[src/rtl/fetch_pkg.sv]
// Shared types for the instruction fetch stage: address/instruction words and
// the {pc, instr} record buffered between fetch and decode.
package fetch_pkg;

  localparam int ADDR_W  = 32;
  localparam int INSTR_W = 32;

  typedef logic [ADDR_W-1:0]  addr_t;
  typedef logic [INSTR_W-1:0] instr_t;

  typedef struct packed {
    addr_t  pc;
    instr_t instr;
  } fetch_entry_t;

  // addi x0, x0, 0 -- shown to decode whenever nothing is buffered.
  localparam instr_t NOP_INSTR = 32'h0000_0013;

  // Byte address of the instruction following the one at pc; wraps modulo 2**ADDR_W.
  function automatic addr_t next_pc(input addr_t pc);
    return pc + ADDR_W'(4);
  endfunction

endpackage

[src/rtl/fetch_fifo.sv]
// Small synchronous prefetch FIFO of fetch entries with push/pop/flush.
// Control state resets asynchronously; the storage array is data only and is not reset.
module fetch_fifo
  import fetch_pkg::*;
#(
  parameter int  DEPTH   = 4,
  parameter type entry_t = fetch_entry_t
) (
  input  logic                       clk,
  input  logic                       rst_n,
  input  logic                       push,
  input  entry_t                     push_data,
  input  logic                       pop,
  input  logic                       flush,
  output entry_t                     head,
  output logic [$clog2(DEPTH):0]     count,
  output logic                       full,
  output logic                       empty
);

  localparam int PW = $clog2(DEPTH);
  localparam int CW = PW + 1;

  entry_t          mem_q [DEPTH];
  logic [PW-1:0]   wr_ptr_q, wr_ptr_d;
  logic [PW-1:0]   rd_ptr_q, rd_ptr_d;
  logic [CW-1:0]   count_q, count_d;
  logic            do_push;
  logic            do_pop;

  assign full  = (count_q == CW'(DEPTH));
  assign empty = (count_q == '0);
  assign count = count_q;
  assign head  = mem_q[rd_ptr_q];

  // A push into a full FIFO is only legal when the head leaves on the same edge.
  assign do_pop  = pop & ~empty;
  assign do_push = push & (~full | do_pop);

  always_comb begin
    wr_ptr_d = wr_ptr_q;
    rd_ptr_d = rd_ptr_q;
    count_d  = count_q;
    if (flush) begin
      wr_ptr_d = '0;
      rd_ptr_d = '0;
      count_d  = '0;
    end else begin
      if (do_push) wr_ptr_d = wr_ptr_q + PW'(1);
      if (do_pop)  rd_ptr_d = rd_ptr_q + PW'(1);
      case ({do_push, do_pop})
        2'b10:   count_d = count_q + CW'(1);
        2'b01:   count_d = count_q - CW'(1);
        default: count_d = count_q;
      endcase
    end
  end

  always_ff @(posedge clk or negedge rst_n) begin
    if (!rst_n) begin
      wr_ptr_q <= '0;
      rd_ptr_q <= '0;
      count_q  <= '0;
    end else begin
      wr_ptr_q <= wr_ptr_d;
      rd_ptr_q <= rd_ptr_d;
      count_q  <= count_d;
    end
  end

  always_ff @(posedge clk) begin
    if (do_push && !flush) mem_q[wr_ptr_q] <= push_data;
  end

endmodule

[src/rtl/instr_fetch_unit.sv]
// Fetch stage: owns the PC, addresses the combinational instruction ROM and
// buffers {pc, instr} pairs for decode; execute redirects flush and reload the PC.
module instr_fetch_unit
  import fetch_pkg::*;
#(
  parameter int                       ADDRESS_WIDTH = 32,
  parameter int                       DATA_WIDTH    = 32,
  parameter int                       FIFO_DEPTH    = 4,
  parameter logic [ADDRESS_WIDTH-1:0] RESET_PC      = '0
) (
  input  logic                     clk,
  input  logic                     rst_n,
  output logic [ADDRESS_WIDTH-1:0] rom_addr,
  input  logic [DATA_WIDTH-1:0]    rom_instr,
  input  logic                     redirect,
  input  logic [ADDRESS_WIDTH-1:0] redirect_pc,
  output logic                     out_valid,
  input  logic                     out_ready,
  output logic [ADDRESS_WIDTH-1:0] out_pc,
  output logic [DATA_WIDTH-1:0]    out_instr
);

  localparam int CW = $clog2(FIFO_DEPTH) + 1;

  typedef struct packed {
    logic [ADDRESS_WIDTH-1:0] pc;
    logic [DATA_WIDTH-1:0]    instr;
  } entry_t;

  logic [ADDRESS_WIDTH-1:0] pc_q, pc_d;
  entry_t                   push_entry;
  entry_t                   head;
  logic [CW-1:0]            fifo_count;
  logic                     fifo_full;
  logic                     fifo_empty;
  logic                     push;
  logic                     pop;

  assign rom_addr = {2'b00, pc_q[ADDRESS_WIDTH-1:2]};

  always_comb begin
    out_valid        = (fifo_count != '0) & ~redirect;
    pop              = out_valid & out_ready;
    push             = ~redirect & (~fifo_full | pop);
    push_entry.pc    = pc_q;
    push_entry.instr = rom_instr;
    pc_d             = pc_q;
    // The redirect target is forced word aligned; a redirect edge never fetches.
    if (redirect)  pc_d = redirect_pc & ~ADDRESS_WIDTH'(3);
    else if (push) pc_d = pc_q + ADDRESS_WIDTH'(4);
  end

  always_comb begin
    out_pc    = '0;
    out_instr = DATA_WIDTH'(NOP_INSTR);
    if (!fifo_empty) begin
      out_pc    = head.pc;
      out_instr = head.instr;
    end
  end

  always_ff @(posedge clk or negedge rst_n) begin
    if (!rst_n) pc_q <= RESET_PC;
    else        pc_q <= pc_d;
  end

  fetch_fifo #(
    .DEPTH   (FIFO_DEPTH),
    .entry_t (entry_t)
  ) u_fifo (
    .clk       (clk),
    .rst_n     (rst_n),
    .push      (push),
    .push_data (push_entry),
    .pop       (pop),
    .flush     (redirect),
    .head      (head),
    .count     (fifo_count),
    .full      (fifo_full),
    .empty     (fifo_empty)
  );

endmodule

[config.mk]
export PLATFORM = sky130hd
export DESIGN_NAME = instr_fetch_unit
export DESIGN_NICKNAME = d
export VERILOG_FILES = /design/src/rtl/fetch_pkg.sv /design/src/rtl/fetch_fifo.sv /design/src/rtl/instr_fetch_unit.sv
export SDC_FILE = /design/constraint.sdc
export NUM_CORES = 1
export LEC_CHECK = 0
export CAP_MARGIN = 30
export CORE_MARGIN = 8
export CORE_UTILIZATION = 53
export DETAILED_ROUTE_END_ITERATION = 16
export PLACE_DENSITY = 0.79
export SETUP_SLACK_MARGIN = 0.5
export SKIP_CTS_REPAIR_TIMING = 1
export SKIP_LAST_GASP = 1
export SYNTH_ARGS = -nofsm -noshare
export SYNTH_HDL_FRONTEND = slang
export SYNTH_SLANG_ARGS = --single-unit
[constraint.sdc]
create_clock -name clk -period 4.5 [get_ports clk]
set_clock_uncertainty 0.1 [all_clocks]
set_input_delay 1.125 -clock clk [delete_from_list [all_inputs] [get_ports clk]]
set_output_delay 1.125 -clock clk [all_outputs]
set_load 0.01 [all_outputs]
Yosys cells after proc, flatten, opt, wreduce, memory -nomap -nowiden:

Memories as Yosys holds them, arrays and structs flattened.
Index checks and enable logic that the tools add are counted.

* bits in registers: 39
* memory bits (writable): 256
* bits of input ports: 68
* output and inout port bits: 97
* logic and storage cells: 43
* memories: 1

Memory list
* u_fifo.mem_q: words 4, width 64, rd ports 1, clocked after Yosys merged registers in 0, wr ports 1, RTL line fetch_fifo.sv:24 `entry_t mem_q [DEPTH];`

* add/sub/neg operators: 5
* equality and inequality tests: 3
* multiplexer cells: 12
* bitwise logic cells: 10
* reductions and logical operators: 8

Operators by type and width (count)
* $mux 32: 4
* $add 32x3->32 const B: 1
* $mux 2: 4
* $pmux 3 s2: 1
* $reduce_bool 2->1: 3
* $reduce_bool 3->1: 2
* $and 1x1->1: 5
* $add 2x1->2 const B: 2
* $add 3x1->3 const B: 1
* $eq 3x3->1 const B: 1
* $logic_not 3->1: 1
* $mux 3: 1
* $not 1->1: 3
* $sub 3x1->3 const B: 1
* $eq 2x1->1 const B: 1
* $eq 2x2->1 const B: 1
* $mux 1: 2
* $or 1x1->1: 2
* $logic_and 1x1->1: 1
* $logic_not 1->1: 1

Logic depth before layout (Yosys ltp):

Gate-level depths: netlist of run 1.

* depth in word-level cells: 9
* depth in mapped cells: 8
* mapped depth without buffers: 6

By module:

From an unflattened synthesis of run 1, not the netlist that was laid out.

* cell total of the unflattened synthesis: 676
* area, all modules: 12160.4 sq um

Modules (own cells, without submodules)
* fetch_fifo: times used 1, cells an instance 401, area each 9801.9 sq um, sequential area each 7862.5 sq um
* instr_fetch_unit: times used 1, cells an instance 275, area each 2358.5 sq um, sequential area each 750.7 sq um

Worst setup path after synthesis of run 1:

OpenSTA, ideal clock, no wires.

* path type: in2reg
* from: input out_ready
* to: memory u_fifo.mem_q[0][0] in the netlist's numbering, enable pin
* setup time: 427 ps
* data arrival time: 3389 ps
* data required time: 3973 ps
* slack: 585 ps
* stages: 4
* buffers on the path: 2
* cells stage by stage: nand3b_1 -> clkbuf_1 -> clkbuf_1 -> and3_1

* word-level cells in the longest chain between the ends: 7
* elaborated cells on any way between the ends: 9
* classes of those cells: mux (2); bitwise (6); reduce/logical (1)

Ends and longest elaborated chain
* from (decl): RTL line instr_fetch_unit.sv:18 `input logic out_ready,`
* $and 1x1->1 *: RTL line instr_fetch_unit.sv:43 `pop = out_valid & out_ready;`
* $or 1x1->1 or $and 1x1->1 (tied branches): RTL line instr_fetch_unit.sv:44, fetch_fifo.sv:37
* $and 1x1->1 or $or 1x1->1 (tied branches): RTL line instr_fetch_unit.sv:44, fetch_fifo.sv:38
* $and 1x1->1 *: RTL line fetch_fifo.sv:38 `assign do_push = push & (~full | do_pop);`
* $logic_and 1x1->1 *: RTL line fetch_fifo.sv:72 `if (do_push && !flush) mem_q[wr_ptr_q] <= push_data;`
* $mux 1 *: RTL line fetch_fifo.sv:72
* $mux 1 (implied by the code) *: RTL line fetch_fifo.sv:72
* to (decl): RTL line fetch_fifo.sv:24

Every way passes the cells marked *; elsewhere a longest branch is shown, timed or not.

Final worst setup path of run 1:

* from: register u_fifo.count_q[0], in the netlist u_fifo.count[0]
* to: output out_pc[13]

* word-level cells in the longest chain between the ends: 2

Ends and longest elaborated chain
* from (decl): RTL line fetch_fifo.sv:27 `logic [CW-1:0] count_q, count_d;`
* from (signal assigned): RTL line fetch_fifo.sv:67 `count_q <= count_d;`
* $logic_not 3->1: RTL line fetch_fifo.sv:32 `assign empty = (count_q == '0);`
* $mux 32: RTL line instr_fetch_unit.sv:56 `if (!fifo_empty) begin`
* to (decl): RTL line instr_fetch_unit.sv:19 `output logic [ADDRESS_WIDTH-1:0] out_pc,`

Every way passes these cells.

==> impl_metrics.env, run 1 <==
export IMPL_drc_errors=0
export IMPL_grt_max_degree=43
export IMPL_vias=6557
export IMPL_area_growth_syn_to_layout_pct=26.68
export IMPL_gp_congestion=0.8061
export IMPL_clk_pin_slew_ns=0.06
export IMPL_min_from="pc_q[22]$_DFFE_PN0N_"
export IMPL_postRouteAntennaNets=0
export IMPL_antenna_found_initial=0
export IMPL_synth_edf_count=248
export IMPL_drive_gt1_share_pct=17.84
export IMPL_synth_cells=648
export IMPL_seq_area_frac_synth_pct=72.61
export IMPL_most_common_layout_cells="248 x edfxtp_1, 157 x clkdlybuf4s50_1, 62 x mux4_2, 61 x and2_1, 35 x dfrtp_1"
export IMPL_placed_cell_area_mm2=0.01354
export IMPL_critPathMaxFanout=23
export IMPL_critPathLaunchType="register"
export IMPL_synth_warnings=0
export IMPL_synth_distinct_cells=35
export IMPL_critPathKind="register to output pin"
export IMPL_period_share_pct=84.58
export IMPL_final_common_cell="edfxtp_1"
export IMPL_hold_viol_final=0
export IMPL_rsz0062_at_grt="no"
export IMPL_final_nets=905
export IMPL_crit_start="u_fifo.count[0]$_DFFE_PN0P_"
export IMPL_drv_cap=0
export IMPL_groute_usage_overall_pct=18.50
export IMPL_drt_wirelength_per_cell_um=22.13
export IMPL_syn_area_mm2=0.01153
export IMPL_drt_met1_wl_um=10210
export IMPL_grt_pass1_vias=6739
export IMPL_cts_tree="done"
export IMPL_cp_slowest_stage_delay_ns=0.55
export IMPL_status="complete, no violations"
export IMPL_drv_slew=0
export IMPL_cp_required_ns=3.27
export IMPL_max_clock_freq_mhz=262.7
export IMPL_die_area_mm2=0.02673
export IMPL_wl_met2_um=12760
export IMPL_slowest_stage="clkdlybuf4s50_1"
export IMPL_cts_buffer_depth=3
export IMPL_numCtsBuffers=28
export IMPL_io_pins=165
export IMPL_antennaDiodeCount=0
export IMPL_reg2reg_from="pc_q[14]$_DFFE_PN0N_"
export IMPL_overflow=0
export IMPL_grt_pass1_wl_um=38300
export IMPL_tns_ns=0
export IMPL_min_period_ns=3.806
export IMPL_viasPerCell=5.792
export IMPL_first_iter_violations=452
export IMPL_hold_path_class="register to register"
export IMPL_tightest_slew_ns=0.8611
export IMPL_cts_root_buf="clkbuf_16"
export IMPL_clock_sinks=285
export IMPL_power_density_mw_per_mm2=543.0
export IMPL_h_tree_depth=1
export IMPL_ys_ff_latch=285
export IMPL_drt_first_pass_iters=7
export IMPL_synthFlopType="edfxtp_1"
export IMPL_vdd_drop_max_mv=0.2813
export IMPL_stdcell_area_mm2=0.01461
export IMPL_end_kind="output pin"
export IMPL_setup_viol=0
export IMPL_dr_max_layer_used="met4"
export IMPL_ys_async_sr_fraction_pct=12.98
export IMPL_avgSynthCellArea_um2=17.79
export IMPL_die_w_um=163.5
export IMPL_initial_core_util_pct=53.33
export IMPL_placeableCoreArea_mm2=0.02162
export IMPL_p_leak_nw=4.870
export IMPL_die_h_um=163.5
export IMPL_crit_chain="inv_1 > ha_1 > nand2b_4 > buf_4 > and2_1 > clkdlybuf4s50_1"
export IMPL_arrival_ns=2.58
export IMPL_wl_um=25060
export IMPL_slew_headroom_pct=42.59
export IMPL_wl_met3_um=1853
export IMPL_portBuffers=158
export IMPL_row_count=54
export IMPL_clock_latency_ns=0.52
export IMPL_dpl_hpwl_um=16310
export IMPL_finalPower_mw=7.932
[Yosys cell counts, drive strengths merged (2+ instances only)]
master  instances  share of area (%)
mux4           62                 12
nand2          19               0.62
xnor2           4               0.30
clkbuf         27               0.88
edfxtp        248                 65
or3             6               0.33
and4            3               0.23
or2             4               0.22
dfrtp          37                8.0
mux2i           2               0.17
nand3b          2               0.13
xor2            8               0.61
nor2           31                1.0
a21oi           3               0.13
and3            6               0.33
o31ai          16                1.0
nand2b          2               0.11
nand3          12               0.52
inv             9               0.29
ha              7               0.76
nand4           8               0.43
nor2b           2               0.11
buf            13               0.68
o21ai          14               0.61
and2           61                3.3
or4            18                1.2
a31oi          21                1.1
[sequential cells by signal, indices dropped and copies added, names as in the netlist]
register / cells
u_fifo.rd_ptr_q: 2
u_fifo.count: 3
u_fifo.wr_ptr_q: 2
pc_q: 30
u_fifo.mem_q: 248
[final cells by class]
cell class                      count  area, µm²
Sequential cell                   285       8381
Fill cell                        1408       7013
Clock buffer                       38      789.5
Clock inverter                     14      178.9
Multi-Input combinational cell    317       2983
Timing Repair Buffer              189       1892
Tap cell                          280      350.3
Inverter                            9      33.78
[critical path, delay by kind of cell, from the launching register on]
| kind | cells | cell delay [ns] |
|---|---|---|
| DFF | 1 | 0.40 |
| and+or+nand+nor | 2 | 0.45 |
| adders and majority gates | 1 | 0.30 |
| buffers and inverters | 3 | 0.91 |
[layer usage]
| layer | vias to the layer above | GRT usage, % |
|---|---|---|
| met5 | - | 0 |
| met4 | 0 | 3.471 |
| met3 | 24 | 3.125 |
| met2 | 275 | 31.57 |
| met1 | 3331 | 24.87 |
| li1 | 2927 | - |
[final timing paths]
check | end | slack, ns | cells past startpoint
setup / recovery | out_pc[13] | 0.69 | 6
hold / removal | u_fifo.mem_q[3][54]$_DFFE_PP_ | 0.52 | 0
setup reg to reg | pc_q[28]$_DFFE_PN0N_ | 1.73 | 4
hold reg to reg | u_fifo.mem_q[3][54]$_DFFE_PP_ | 0.52 | 0
max in group asynchronous | u_fifo.rd_ptr_q[0]$_DFFE_PN0P_ | 3.05 | 1
min in group asynchronous | pc_q[3]$_DFFE_PN0N_ | 0.62 | 1
[cell families after synthesis]
kind of cell / Yosys count / share of synthesized area, %
compound gates: 55 / 2.995
xor+xnor: 12 / 0.9115
fa+ha+maj: 7 / 0.7595
buf+inv: 49 / 1.856
flops: 285 / 72.61
mux: 64 / 12.28
other cells: 1 / 0.03252
simple gates: 175 / 8.550
[per-stage QoR]
| step | utilization, % | hold slack (ns) | instances | worst slack (ns) |
|---|---|---|---|---|
| floorplan | - | 0.4368 | 651 | 0.5846 |
| global placement | 62.61 | 0.4544 | 1070 | 0.8187 |
| detailed placement | 62.61 | 0.4999 | 1070 | 0.8030 |
| CTS | 67.09 | 0.5259 | 1122 | 0.4179 |
| global route | 67.56 | 0.5465 | 1132 | 0.5566 |
| finish | 67.56 | 0.5189 | 1132 | 0.6939 |
[power breakdown]
| part | switching [mW] | internal [mW] |
|---|---|---|
| registers | 0.159 | 3.12 |
| clock network | 0.929 | 1.46 |
| logic | 0.987 | 1.27 |
(Power assumes the default switching activity.)
==> run 2, diff against run 1 <==
CORE_UTILIZATION = 49   (was 53)
PLACE_DENSITY = 0.77   (was 0.79)
clock period = 3.29 ns   (was 4.5 ns; I/O delays follow)
==> impl_metrics.env, run 2 (synthesized netlist as in run 1, its figures left out) <==
export IMPL_area_growth_syn_to_layout_pct=31.28
export IMPL_arrival_ns=2.20
export IMPL_drt_wirelength_per_cell_um=21.74
export IMPL_worst_r2r_endpoint="pc_q[26]$_DFFE_PN0N_"
export IMPL_antenna_found_initial=0
export IMPL_groute_usage_overall_pct=17.15
export IMPL_reg2reg_from="pc_q[13]$_DFFE_PN0N_"
export IMPL_period_share_pct=94.97
export IMPL_dpl_hpwl_um=15860
export IMPL_die_w_um=169.4
export IMPL_p_clk_share_pct=28.0
export IMPL_postRouteAntennaNets=0
export IMPL_cp_slowest_stage_delay_ns=0.53
export IMPL_h_tree_depth=1
export IMPL_grt_pass1_vias=6815
export IMPL_setup_viol=0
export IMPL_numCtsBuffers=28
export IMPL_critPathLaunchType="register"
export IMPL_portBuffers=158
export IMPL_power_switching_mw=3.077
export IMPL_clock_sinks=285
export IMPL_power_frac_seq_pct=38.8
export IMPL_finalNonFillerCells=1202
export IMPL_final_common_cell="edfxtp_1"
export IMPL_critPathMaxFanout=5
export IMPL_wl_um=26130
export IMPL_drc_errors=0
export IMPL_min_period_ns=3.124
export IMPL_antennaDiodeCount=0
export IMPL_vdd_drop_max_mv=0.3808
export IMPL_stdcell_area_mm2=0.01514
export IMPL_final_nets=936
export IMPL_finish_utilization_pct=65.08
export IMPL_die_area_mm2=0.02870
export IMPL_first_iter_violations=415
export IMPL_grt_pass1_wl_um=38340
export IMPL_slowest_stage="dfrtp_4"
export IMPL_cts_root_buf="clkbuf_16"
export IMPL_cts_tree="done"
export IMPL_clk_pin_slew_ns=0.07
export IMPL_die_h_um=169.4
export IMPL_crit_chain="buf_12 > clkbuf_16 > buf_6 > mux4_2 > and2_1 > buf_2"
export IMPL_largest_register="u_fifo.mem_q"
export IMPL_placed_cell_area_mm2=0.01368
export IMPL_cts_buffer_depth=3
export IMPL_tightest_slew_ns=0.8636
export IMPL_hold_viol_final=0
export IMPL_p_comb_share_pct=33.2
export IMPL_vias=6655
export IMPL_drv_cap=0
export IMPL_critPathKind="register to output pin"
export IMPL_drt_first_pass_iters=5
export IMPL_status="complete, no violations"
export IMPL_placed_cells_incl_taps=1116
export IMPL_rsz0062_at_grt="yes"
export IMPL_initial_core_util_pct=49.57
export IMPL_power_density_mw_per_mm2=754.7
export IMPL_drv_slew=0
export IMPL_drive_gt1_share_pct=29.56
export IMPL_swShare_pct=26.93
export IMPL_cp_required_ns=2.37
export IMPL_r2r_cells=4
export IMPL_grt_max_degree=45
export IMPL_gp_congestion=0.7891
export IMPL_most_common_layout_cells="248 x edfxtp_1, 94 x clkdlybuf4s50_1, 62 x mux4_2, 35 x buf_6, 35 x dfrtp_1"
export IMPL_io_pins=165
export IMPL_row_count=56
export IMPL_end_kind="output pin"
export IMPL_overflow=0
export IMPL_tns_ns=0
export IMPL_p_leak_nw=5.374
export IMPL_r2r_slack_ns=0.80
export IMPL_p_int_mw=8.349
export IMPL_slew_headroom_pct=42.42
export IMPL_viasPerCell=5.537
export IMPL_hold_path_class="input pin to async pin"
export IMPL_largest_register_ffs=248
export IMPL_placeableCoreArea_mm2=0.02326
export IMPL_clock_latency_ns=0.52
export IMPL_max_clock_freq_mhz=320.1
-- run 2: changes by cell type in the layout (fill, tap and decap cells not counted), moves of 8 or more --
cell | previous run | this run
clkbuf_2 | 0 | 9
and2_4 | 0 | 28
clkdlybuf4s50_1 | 157 | 94
dlymetal6s2s_1 | 0 | 11
and2_1 | 61 | 33
buf_6 | 0 | 35
clkinv_1 | 0 | 9
buf_4 | 25 | 33
buf_12 | 5 | 14
buf_2 | 1 | 17
-- run 2: power groups by stage --
stage               clock, mW  sequential (mW)  combinational [mW]
finish                   3.20             4.44                3.79
global route             3.40             4.47                4.04
CTS                      3.26             4.44                3.15
detailed placement          0             4.51                3.14
global placement            0             4.49                3.12
floorplan                   0             4.47                1.60
-- run 2: area by class of cell --
cell class	instances	area [µm²]
clock buffer	32	737.0
timing repair buffer	220	2311
multi-input combinational	317	3079
fill	1667	8124
tap	319	399.1
inverter	9	33.78
sequential	285	8381
clock inverter	20	197.7
-- run 2: critical path, delay by kind of cell (launching register included) --
family        cells  cell delay (ns)
buf+inv           4             0.59
mux               1             0.40
simple gates      1             0.16
flops             1             0.53
-- run 2: how the worst max path moves through the flow --
stage	to	slack (ns)	cells past startpoint	from
6_report	out_pc[5]	0.17	6	u_fifo.rd_ptr_q[0]$_DFFE_PN0P_
4_1_cts	out_pc[8]	-0.29	6	u_fifo.count[0]$_DFFE_PN0P_
3_3_place_gp	out_valid	0.14	3	redirect
2_1_floorplan	u_fifo.mem_q[1][0]$_DFFE_PP_	0.36	4	out_ready
5_1_grt	out_pc[5]	0.11	6	u_fifo.rd_ptr_q[0]$_DFFE_PN0P_
3_5_place_dp	out_valid	0.17	3	redirect
-- run 2: metal layers --
metal / vias up / GRT usage (%) / wire length [µm]
met5: - / 0 / 0
met4: 0 / 3.117 / 283
met3: 26 / 3.605 / 1609
met2: 252 / 28.55 / 12610
met1: 3381 / 23.31 / 11630
li1: 2996 / - / -
-- run 2: metrics by stage --
stage / hold slack (ns) / worst slack (ns) / total power [mW]
after floorplan: 0.4269 / 0.3567 / 6.064
after global placement: 0.4651 / 0.1429 / 7.612
after detailed placement: 0.4710 / 0.1671 / 7.655
after CTS: 0.3124 / -0.2929 / 10.85
after global routing: 0.3675 / 0.1059 / 11.91
final: 0.3046 / 0.1656 / 11.43
